$ cat config.mk
export PLATFORM = sky130hd
export DESIGN_NAME = enigma_plugboard
export DESIGN_NICKNAME = d
export VERILOG_FILES = /design/src/rtl/enigma_pkg.sv /design/src/rtl/enigma_stream_reg.sv /design/src/rtl/enigma_plugboard.sv
export SDC_FILE = /design/constraint.sdc
export NUM_CORES = 1
export LEC_CHECK = 0
export ABC_AREA = 1
export CAP_MARGIN = 20
export CORE_ASPECT_RATIO = 1.75
export CORE_UTILIZATION = 40
export DETAILED_ROUTE_END_ITERATION = 6
export GPL_ROUTABILITY_DRIVEN = 0
export MAX_ROUTING_LAYER = met4
export PLACE_DENSITY = 0.66
export SYNTH_ARGS = -nofsm -noshare
export SYNTH_HDL_FRONTEND = slang
export SYNTH_SLANG_ARGS = --single-unit
$ cat constraint.sdc
create_clock -name clk -period 3.7 [get_ports clk]
set_input_delay 0.74 -clock clk [delete_from_list [all_inputs] [get_ports clk]]
set_output_delay 0.74 -clock clk [all_outputs]
set_load 0.01 [all_outputs]
$ cat src/rtl/enigma_pkg.sv
// Shared Enigma datapath definitions: alphabet constants, letter index type,
// ASCII helpers and the plugboard state encoding.
package enigma_pkg;

    localparam int ASCII_A = 65;
    localparam int ALPHA_N = 26;

    typedef logic [4:0] letter_t;

    typedef enum logic {PB_IDLE, PB_CLEAR} pb_state_t;

    function automatic logic is_letter(input logic [7:0] c);
        return (c >= 8'(ASCII_A)) && (c < 8'(ASCII_A + ALPHA_N));
    endfunction

    function automatic letter_t to_idx(input logic [7:0] c);
        return letter_t'(c - 8'(ASCII_A));
    endfunction

endpackage

$ cat src/rtl/enigma_stream_reg.sv
// One-deep valid/ready output register shared by the Enigma pipeline stages.
// Handshake: a beat transfers on a clock edge where valid && ready; data holds while valid && !ready.
module enigma_stream_reg #(
    parameter int W = 8
) (
    input  logic         clk,
    input  logic         reset_n,
    input  logic         in_valid,
    output logic         in_ready,
    input  logic [W-1:0] in_data,
    output logic         out_valid,
    input  logic         out_ready,
    output logic [W-1:0] out_data
);

    assign in_ready = !out_valid || out_ready;

    always_ff @(posedge clk or negedge reset_n) begin
        if (!reset_n) begin
            out_valid <= 1'b0;
            out_data  <= '0;
        end else if (in_ready) begin
            out_valid <= in_valid;
            if (in_valid) begin
                out_data <= in_data;
            end
        end
    end

endmodule

$ cat src/rtl/enigma_plugboard.sv
// Enigma stecker stage: self-inverse letter swap table feeding a registered stream.
// Build option ENIGMA_PLUGBOARD_CHECK_EN rejects illegal or conflicting pair writes.
module enigma_plugboard
    import enigma_pkg::*;
#(
    parameter int MAX_PAIRS = 10
) (
    input  logic       clk,
    input  logic       reset_n,
    input  logic       cfg_clr,
    input  logic       cfg_wr,
    input  logic [7:0] cfg_a,
    input  logic [7:0] cfg_b,
    output logic       cfg_ready,
    output logic       cfg_err,
    output logic [4:0] pair_cnt,
    input  logic       in_valid,
    output logic       in_ready,
    input  logic [7:0] in_char,
    output logic       out_valid,
    input  logic       out_ready,
    output logic [7:0] out_char,
    output logic       out_swapped,
    output logic       fsm_state
);

    pb_state_t state;
    letter_t   k;
    letter_t   tbl [ALPHA_N];
    logic      err_q;

    letter_t idx_in, idx_a, idx_b;
    letter_t map_in, map_a, map_b;
    logic    wr_ok, wr_rej;
    logic [4:0] cnt_next;
    logic [7:0] mapped;
    logic    sr_in_ready;

    assign idx_in = to_idx(in_char);
    assign idx_a  = to_idx(cfg_a);
    assign idx_b  = to_idx(cfg_b);

    // Loop lookups keep every table read inside the 26 real entries.
    always_comb begin
        map_in = idx_in;
        map_a  = idx_a;
        map_b  = idx_b;
        for (int i = 0; i < ALPHA_N; i++) begin
            if (idx_in == letter_t'(i)) map_in = tbl[i];
            if (idx_a == letter_t'(i))  map_a  = tbl[i];
            if (idx_b == letter_t'(i))  map_b  = tbl[i];
        end
    end

`ifdef ENIGMA_PLUGBOARD_CHECK_EN
    assign wr_ok = is_letter(cfg_a) && is_letter(cfg_b) && (cfg_a != cfg_b)
                && (map_a == idx_a) && (map_b == idx_b)
                && (pair_cnt != 5'(MAX_PAIRS));
    assign wr_rej   = !wr_ok;
    assign cnt_next = pair_cnt + 5'd1;
`else
    assign wr_ok    = is_letter(cfg_a) && is_letter(cfg_b);
    assign wr_rej   = 1'b0;
    assign cnt_next = (pair_cnt == 5'd31) ? pair_cnt : pair_cnt + 5'd1;
`endif

    always_ff @(posedge clk or negedge reset_n) begin
        if (!reset_n) begin
            state    <= PB_IDLE;
            k        <= '0;
            pair_cnt <= '0;
            err_q    <= 1'b0;
            for (int i = 0; i < ALPHA_N; i++) tbl[i] <= letter_t'(i);
        end else begin
            err_q <= 1'b0;
            case (state)
                PB_IDLE: begin
                    if (cfg_clr) begin
                        state    <= PB_CLEAR;
                        k        <= '0;
                        pair_cnt <= '0;
                    end else if (cfg_wr) begin
                        if (wr_ok) begin
                            for (int i = 0; i < ALPHA_N; i++) begin
                                if (idx_a == letter_t'(i)) tbl[i] <= idx_b;
                                if (idx_b == letter_t'(i)) tbl[i] <= idx_a;
                            end
                            pair_cnt <= cnt_next;
                        end else begin
                            err_q <= wr_rej;
                        end
                    end
                end
                PB_CLEAR: begin
                    for (int i = 0; i < ALPHA_N; i++) begin
                        if (k == letter_t'(i)) tbl[i] <= k;
                    end
                    if (k == letter_t'(ALPHA_N - 1)) begin
                        state <= PB_IDLE;
                    end else begin
                        k <= k + 5'd1;
                    end
                end
                default: state <= PB_IDLE;
            endcase
        end
    end

    assign cfg_err   = err_q;
    assign cfg_ready = (state == PB_IDLE);
    assign fsm_state = state;
    assign in_ready  = (state == PB_IDLE) && sr_in_ready;

    // Reads the table as it stood before any same-cycle pair write.
    assign mapped = is_letter(in_char) ? (8'(map_in) + 8'(ASCII_A)) : in_char;

    enigma_stream_reg #(.W(9)) u_out (
        .clk       (clk),
        .reset_n   (reset_n),
        .in_valid  (in_valid && (state == PB_IDLE)),
        .in_ready  (sr_in_ready),
        .in_data   ({mapped != in_char, mapped}),
        .out_valid (out_valid),
        .out_ready (out_ready),
        .out_data  ({out_swapped, out_char})
    );

endmodule

==> impl_metrics.tcl, run 1 <==
set metrics [dict create \
    outcome "finished with violations" \
    failed_checks "setup timing" \
    pwr-share-clk 0.210 \
    syn_avg_cell_area_sq_um 6.86 \
    fillCellCount 2521 \
    drive_gt1_frac 0.219 \
    slew_headroom 0.534 \
    cp.required_ns 4.04 \
    path_class "input port to flip-flop" \
    finalHoldViolations 0 \
    leakagePower_nw 5.97 \
    io_pins 49 \
    maxSlewViolCount 0 \
    power_density_nw_per_um2 665 \
    finalSetupViolations 5 \
    antenna_found_initial 0 \
    async_flop_share 1.00 \
    synth_area_sq_um 10400 \
    cts_tree "built" \
    rrSetupSlack_ns 0.23 \
    seq_power_share 0.354 \
    antenna_cells 0 \
    layout.nets 1783 \
    slowest_stage "ha_4" \
    dr.pass1.iters 6 \
    grt_remaining_overflow 0 \
    vias 11700 \
    regToRegStartpoint "tbl[116]" \
    grt_pass1_vias 11800 \
    synthToLayoutAreaGrowth_pct 29.2 \
    max-vdd-ir-drop_mv 0.454 \
    drtIter0Drc 972 \
    clkTransAtPathRegs_ns 0.06 \
    switchingPower_mw 3.77 \
    clock_sinks 151 \
    die_w_microns 124 \
    critPathMostFrequentCell "nand2_1" \
    dp_slack_ns -1.29 \
    synth_edf_count 0 \
    drc 0 \
    crit_path_end_kind "flip-flop" \
    timing.rr.end "u_out.out_data[8]" \
    maxCapViolations 0 \
    portBuffers 47 \
    cts_buffers 17 \
    cts_root_buf "clkbuf_16" \
    yosysMostFrequentCell "nand2_1" \
    grt_max_degree 81 \
    netlist_top_cells_area "dfrtp_1 (23%), dfstp_2 (14%), nand2_1 (12%)" \
    syn_nets 1574 \
    worst_slack_ns -0.503 \
    grt_usage 0.325 \
    max_freq_mhz 238 \
    finalPower_mw 8.94 \
    synth_seq_cells 151 \
    clk_path_buf_depth 2 \
    insertion_delay_ns 0.45 \
    worstPathArrival_ns 4.55 \
    die-height_microns 215 \
    viasPerCell 5.68 \
    skew_ns 0.00584 \
    synth_commonest_cells "nand2_1 (323), nor2_1 (218), inv_1 (185), a21oi_1 (120), o21ai_0 (119)" \
    h-tree-depth 4 \
    ys_seq_area_frac 0.370 \
    rsz0062_at_grt "yes" \
    hold_class "input port to asynchronous set/reset pin" \
    cp_max_fo 3 \
    r2r_cells 37 \
    synth_ff_type "dfrtp_1" \
    start_util 0.409 \
    synthCells 1517 \
    cp-start-kind "input port" \
    synth.largest_area_cell "dfrtp_1" \
    rows 77 \
    core_sq_um 25400 \
    ant_nets 0 \
    fin_tns_setup_ns -1.63 \
    yosysTopAreaCellShare 0.226 \
    wl_per_cell_microns 19.6 \
    synth_cell_type_count 50 \
    grt_pass1_wl_microns 62700 \
    place_hpwl_microns 30100 \
    period_minus_slack_ns 4.20 \
    combPwrFrac 0.435 \
    swShare 0.422 \
    yosys_warnings 0 \
    p_int_mw 5.17 \
    cpPeakStageDelay_ns 0.23 \
    routed_wl_microns 40300 \
    tightest_slew_ns 0.698 \
    dieArea_sq_um 26700 \
    postCtsHoldBufs 0 \
    post-route-period-util 1.14 \
]
-- cells in the final DEF, fill, tap and decap left out, types with 11 or more instances in the layout --
cell type,count
a211oi_1,14
nor2_1,217
clkbuf_16,17
o211ai_1,23
nand2_2,26
inv_1,180
nand2_1,300
a31oi_1,71
nand3_1,93
dfstp_2,57
a21oi_1,115
ha_1,24
clkdlybuf4s50_1,41
buf_4,172
inv_2,11
o21ai_0,115
dfrtp_1,93
nor3_1,16
-- power groups by stage --
stage          combinational, mW  clock, mW  sequential [mW]
2_1_floorplan               2.28          0             2.97
3_3_place_gp                3.63          0             3.15
3_5_place_dp                3.69          0             3.17
4_1_cts                     3.76       1.90             3.15
5_1_grt                     4.25       1.97             3.25
6_report                    3.89       1.88             3.17
-- registers in the layout (all words and copies together), names as in the netlist --
name and cells:
u_out.out_data 9, pair_cnt 5, tbl 130, fsm_state 1, k 5, u_out.out_valid 1
-- routing by layer --
layer  track usage  share of wire  up-vias
li1              -              -     5480
met1         0.327           0.35     5392
met2         0.519           0.48      538
met3        0.0592          0.060      255
met4         0.303           0.11        0
met5             -              0        -
-- worst max path at each step --
stage | from | end | slack (ns) | depth (start not counted)
after floorplan | in_char[1] | u_out.out_data[8] | -0.37 | 43
after global placement | in_char[0] | u_out.out_data[8] | -1.26 | 38
after detailed placement | in_char[1] | u_out.out_data[8] | -1.29 | 45
after CTS | in_char[0] | u_out.out_data[8] | -0.36 | 44
after global routing | in_char[0] | u_out.out_data[8] | -0.88 | 45
final | in_char[1] | u_out.out_data[8] | -0.50 | 45
-- final cells by class --
cell class	instances	area, sq um	area share
clock buffers	20	447	0.0332
clock inverters	12	175	0.0130
inverters	196	743	0.0553
multi-input cells	1129	5880	0.438
flip-flops and latches	151	3850	0.287
well taps	316	395	0.0294
repair buffers	231	1950	0.145
-- worst max-delay path: cells and delay by family --
family / cells / cell delay [ns]
AND/OR/NAND/NOR: 36 / 2.45
adder cells (fa/ha/maj): 2 / 0.44
AO/OA/AOI/OAI: 2 / 0.32
XOR/XNOR: 2 / 0.30
buffers and inverters: 3 / 0.27
-- logic make-up (layout without fill, tap and decap cells) --
logic type,Yosys count,after routing,share of synthesized area
AO/OA/AOI/OAI,379,379,0.209
XOR/XNOR,6,6,0.00577
adder cells (fa/ha/maj),27,27,0.0325
buffers and inverters,237,459,0.0859
flip-flops,151,151,0.370
other,1,1,0.000360
AND/OR/NAND/NOR,716,716,0.296
-- what timing repair did --
item | in CTS | in global routing
resized for setup | 53 | 25
endpoints found under the hold margin | 0 | 0
pin swaps | 36 | 30
buffers inserted | 9 | 5
setup endpoints to repair | 7 | 7
-- through the flow --
| stage | instance area [sq um] | util | hold slack, ns | instances |
|---|---|---|---|---|
| detailed placement | 12500 | 0.493 | 0.470 | 2009 |
| floorplan | 10500 | - | 0.444 | 1517 |
| CTS | 13300 | 0.523 | 0.212 | 2050 |
| finish | 13400 | 0.528 | 0.199 | 2055 |
| global route | 13400 | 0.528 | 0.223 | 2055 |
| global placement | 12500 | 0.493 | 0.460 | 2009 |
Power figures use the tool's default switching activity.
==> inputs of run 2 (changes only) <==
--- a/config.mk
+++ b/config.mk
@@ -6,13 +6,14 @@
 export NUM_CORES = 1
 export LEC_CHECK = 0
 export ABC_AREA = 1
-export CAP_MARGIN = 20
+export CAP_MARGIN = 5
 export CORE_ASPECT_RATIO = 1.75
 export CORE_UTILIZATION = 40
 export DETAILED_ROUTE_END_ITERATION = 6
 export GPL_ROUTABILITY_DRIVEN = 0
 export MAX_ROUTING_LAYER = met4
 export PLACE_DENSITY = 0.66
+export SLEW_MARGIN = 15
 export SYNTH_ARGS = -nofsm -noshare
 export SYNTH_HDL_FRONTEND = slang
 export SYNTH_SLANG_ARGS = --single-unit
==> constraint.sdc (replaced) <==
create_clock -name clk -period 4.52 [get_ports clk]
set_input_delay 0.904 -clock clk [delete_from_list [all_inputs] [get_ports clk]]
set_output_delay 0.904 -clock clk [all_outputs]
set_load 0.01 [all_outputs]
==> run 2 against run 1 <==
The run ends with DRC left; die area unchanged; first-iteration DRC count increased by 32%; sequential power decreased by 18%; cell count decreased by 1.8%.
==> impl_metrics.tcl, run 2 (synthesized netlist as in run 1, its figures left out) <==
set metrics [dict create \
    routed_wl_microns 40200 \
    outcome "finished with violations" \
    worstSetupEndpoint "u_out.out_data[8]" \
    cp_max_fo 5 \
    cp.required_ns 4.87 \
    wl_per_cell_microns 19.9 \
    clock_sinks 151 \
    io_pins 49 \
    leakagePower_nw 5.79 \
    rsz0062_at_grt "yes" \
    finalHoldViolations 0 \
    failed_checks "DRC" \
    slew_headroom 0.505 \
    max_freq_mhz 233 \
    max-vdd-ir-drop_mv 0.397 \
    dr.pass1.iters 7 \
    dieArea_sq_um 26700 \
    grt_pass1_wl_microns 61100 \
    start_util 0.409 \
    drc 1 \
    mostFrequentLayoutCells "nand2_1 (301), nor2_1 (217), inv_1 (181), buf_4 (137), a21oi_1 (118)" \
    drtIter0Drc 1287 \
    grt_usage 0.319 \
    maxSlewViolCount 0 \
    critPathMostFrequentCell "nand2_1" \
    portBuffers 47 \
    h-tree-depth 4 \
    antenna_found_initial 0 \
    path_class "input port to flip-flop" \
    hold_class "input port to asynchronous set/reset pin" \
    rows 77 \
    post-route-period-util 0.951 \
    fillCellCount 2540 \
    grt_max_degree 82 \
    core_sq_um 25400 \
    ant_nets 0 \
    clk_path_buf_depth 2 \
    r2r_cells 39 \
    final_common_cell "nand2_1" \
    antenna_cells 0 \
    cp-start-kind "input port" \
    maxCapViolations 0 \
    finalSetupViolations 0 \
    power_density_nw_per_um2 552 \
    drive_gt1_frac 0.200 \
    layout.nets 1745 \
    viasPerCell 5.71 \
    die_w_microns 124 \
    cpPeakStageDelay_ns 0.29 \
    regToRegStartpoint "tbl[120]" \
    reg_top3 "tbl (130), u_out.out_data (9)" \
    cts_root_buf "clkbuf_16" \
    insertion_delay_ns 0.46 \
    grt_pass1_vias 11200 \
    cts_tree "built" \
    critPathLaunch "in_char[0]" \
    synthToLayoutAreaGrowth_pct 26.0 \
    cts_buffers 17 \
    crit_path_end_kind "flip-flop" \
    timing.rr.end "u_out.out_data[8]" \
    grt_remaining_overflow 0 \
    period_minus_slack_ns 4.30 \
    tightest_slew_ns 0.737 \
    finalNonFillerCells 2017 \
    fin_util 0.516 \
    place_hpwl_microns 29600 \
    largest_reg_flops 130 \
    rrSetupSlack_ns 1.11 \
    clkTransAtPathRegs_ns 0.07 \
    dp.cells 1973 \
    slowest_stage "ha_4" \
    vias 11500 \
    worstPathArrival_ns 4.65 \
    skew_ns 0.0105 \
    top_register "tbl" \
    die-height_microns 215 \
]
-- run 2: cell types whose count changed in the layout (fill, tap and decap cells not counted), moves of 3 or more --
cell      delta
clkbuf_8     +4
a21oi_1      +3
buf_4       -35
a21oi_2      -3
buf_12       -3
-- run 2: through the flow --
stage / instance area [sq um] / setup slack (ns) / setup TNS, ns / power (mW) / hold WS [ns]
after global routing: 13100 / -0.117 / -0.117 / 7.67 / 0.501
after CTS: 12900 / 0.00841 / 0 / 7.12 / 0.478
after global placement: 12100 / -0.862 / -3.36 / 5.50 / 0.464
after floorplan: 10400 / 0.0549 / 0 / 4.28 / 0.449
final: 13100 / 0.221 / 0 / 7.24 / 0.448
after detailed placement: 12100 / -0.911 / -3.44 / 5.56 / 0.467
-- run 2: worst min-delay path by stage --
stage	startpoint	end	slack, ns
after floorplan	tbl[18]	tbl[18]	0.45
final	reset_n	tbl[112]	0.45
after global routing	tbl[9]	tbl[9]	0.50
after detailed placement	tbl[18]	tbl[18]	0.47
after global placement	u_out.out_data[6]	u_out.out_data[6]	0.46
after CTS	reset_n	tbl[114]	0.48
-- run 2: layer usage --
| metal | GRT usage | vias up | share of wire |
|---|---|---|---|
| met4 | 0.272 | 0 | 0.096 |
| met1 | 0.329 | 5299 | 0.35 |
| met3 | 0.0555 | 243 | 0.066 |
| met2 | 0.514 | 591 | 0.49 |
| met5 | - | - | 0 |
| li1 | - | 5394 | - |
-- run 2: what timing repair did --
action	4_1_cts	5_1_grt
hold buffers	0	0
buffers inserted	2	11
resized for setup	30	53
pin swaps	16	33
endpoints found under the setup margin	4	7
-- run 2: critical path: cells and delay by family --
family	cells	cell delay [ns]
buffers and inverters	5	0.39
xor gates and xnor gates	2	0.30
and+or+nand+nor	35	2.41
adders and majority gates	2	0.49
AOI/OAI and AO/OA	2	0.13
-- run 2: area by class of cell --
class	instances	area, sq um	area share
clock inverter	9	114	0.00868
inverter	196	741	0.0565
sequential	151	3850	0.294
tap	316	395	0.0302
clock buffer	23	498	0.0380
multi-input combinational	1129	5890	0.449
timing repair buffer	193	1630	0.124
-- run 2: power by group --
group          switching, mW  internal [mW]
clock                  0.613          0.889
sequential             0.437           2.17
combinational           2.04           1.09
total                   3.09           4.14
==> inputs of run 3 (changes only) <==
--- a/config.mk
+++ b/config.mk
@@ -12,7 +12,7 @@
 export DETAILED_ROUTE_END_ITERATION = 6
 export GPL_ROUTABILITY_DRIVEN = 0
 export MAX_ROUTING_LAYER = met4
-export PLACE_DENSITY = 0.66
+export PLACE_DENSITY_LB_ADDON = 0.15
 export SLEW_MARGIN = 15
 export SYNTH_ARGS = -nofsm -noshare
 export SYNTH_HDL_FRONTEND = slang
==> run 3 against run 2 <==
The run now ends clean; largest cell class unchanged; global-route usage grew 1.1 points; critical endpoint unchanged; setup slack better by 0.041 ns; fmax increased by 0.97%.
==> impl_metrics.tcl, run 3 (synthesized netlist as in run 1, its figures left out) <==
set metrics [dict create \
    antenna_cells 0 \
    grt_max_degree 79 \
    rrSetupSlack_ns 1.07 \
    worst_slack_ns 0.262 \
    insertion_delay_ns 0.45 \
    tightest_slew_ns 0.818 \
    power_density_nw_per_um2 547 \
    top_register "tbl" \
    dp_slack_ns -0.798 \
    die-height_microns 215 \
    ant_nets 0 \
    die_w_microns 124 \
    routed_wl_microns 41000 \
    cp.required_ns 4.87 \
    drtIter0Drc 1010 \
    h-tree-depth 4 \
    period_minus_slack_ns 4.26 \
    finalNonFillerCells 2009 \
    rows 77 \
    rsz0062_at_grt "yes" \
    largest_reg_flops 130 \
    cp-start-kind "input port" \
    max_freq_mhz 235 \
    dieArea_sq_um 26700 \
    cts_tree "built" \
    grt_pass1_vias 11200 \
    mostFrequentLayoutCells "nand2_1 (311), nor2_1 (217), inv_1 (181), buf_4 (134), a21oi_1 (120)" \
    cts_root_buf "clkbuf_16" \
    post-route-period-util 0.942 \
    cpPeakStageDelay_ns 0.23 \
    drc 0 \
    maxCapViolations 0 \
    dr.pass1.iters 5 \
    finalHoldViolations 0 \
    maxSlewViolCount 0 \
    grt_remaining_overflow 0 \
    outcome "finished, final reports clean" \
    io_pins 49 \
    slew_headroom 0.452 \
    slowest_stage "ha_4" \
    leakagePower_nw 5.70 \
    cp_max_fo 3 \
    hold_class "flip-flop to flip-flop" \
    core_sq_um 25400 \
    clkTransAtPathRegs_ns 0.06 \
    place_hpwl_microns 30800 \
    postCtsHoldBufs 0 \
    vias 11300 \
    synthToLayoutAreaGrowth_pct 24.0 \
    grt_pass1_wl_microns 62300 \
    portBuffers 47 \
    clock_sinks 151 \
    holdWs_ns 0.479 \
    crit_path_end_kind "flip-flop" \
    dp.cells 1973 \
    clk_path_buf_depth 2 \
    viasPerCell 5.64 \
    path_class "input port to flip-flop" \
    fillCellCount 2558 \
    reg_top3 "tbl (130), u_out.out_data (9)" \
    fin_util 0.507 \
    layout.nets 1737 \
    grt_usage 0.330 \
    drive_gt1_frac 0.184 \
    cts_buffers 17 \
    finalSetupViolations 0 \
    start_util 0.409 \
    wl_per_cell_microns 20.4 \
    final_common_cell "nand2_1" \
    worstPathArrival_ns 4.61 \
    skew_ns 0.0108 \
    antenna_found_initial 0 \
    max-vdd-ir-drop_mv 0.354 \
    critPathMostFrequentCell "nand2_1" \
]
run 3: final timing paths:
path                              startpoint                 to  depth (start not counted)
min in group asynchronous            reset_n  u_out.out_data[7]                          1
hold reg to reg            u_out.out_data[6]  u_out.out_data[6]                          2
max in group asynchronous            reset_n            tbl[53]                          2
setup / recovery                  in_char[1]  u_out.out_data[8]                         45
setup reg to reg                    tbl[116]  u_out.out_data[8]                         37
hold / removal             u_out.out_data[6]  u_out.out_data[6]                          2
run 3: per-stage QoR:
step	area [sq um]	setup TNS [ns]	power [mW]
floorplan	10400	0	4.28
global placement	12100	-3.39	5.53
detailed placement	12100	-3.47	5.57
CTS	12800	0	7.01
global route	12900	-0.145	7.50
finish	12900	0	7.06
run 3: per-layer routing:
metal	vias up	global-route usage	routed length (microns)
met4	0	0.271	3890
met5	-	-	0
met1	5234	0.339	14500
met3	205	0.0475	2290
li1	5368	-	-
met2	525	0.544	20300
run 3: power breakdown:
group / switching (mW) / internal (mW) / total, mW
Combinational: 2.03 / 1.06 / 3.09
Sequential: 0.419 / 2.17 / 2.59
Clock: 0.571 / 0.813 / 1.38
Total: 3.02 / 4.04 / 7.06
run 3: area by class of cell:
type,instances,area (sq um),area share
clock inverter,4,45.0,0.00349
tap,316,395,0.0306
multi-input combinational,1129,5820,0.451
clock buffer,28,507,0.0393
timing repair buffer,185,1540,0.120
sequential,151,3850,0.299
inverter,196,741,0.0574
run 3: repair_timing:
action,in CTS,in global routing
resized for setup,30,30
pin swaps,13,24
setup buffers,2,2
endpoints found under the setup margin,5,5
run 3: worst max-delay path, delay by kind of cell:
family	cells	cell delay (ns)
AND/OR/NAND/NOR	36	2.45
XOR/XNOR	2	0.28
adder cells (fa/ha/maj)	2	0.41
buffers and inverters	3	0.19
AO/OA/AOI/OAI	2	0.35
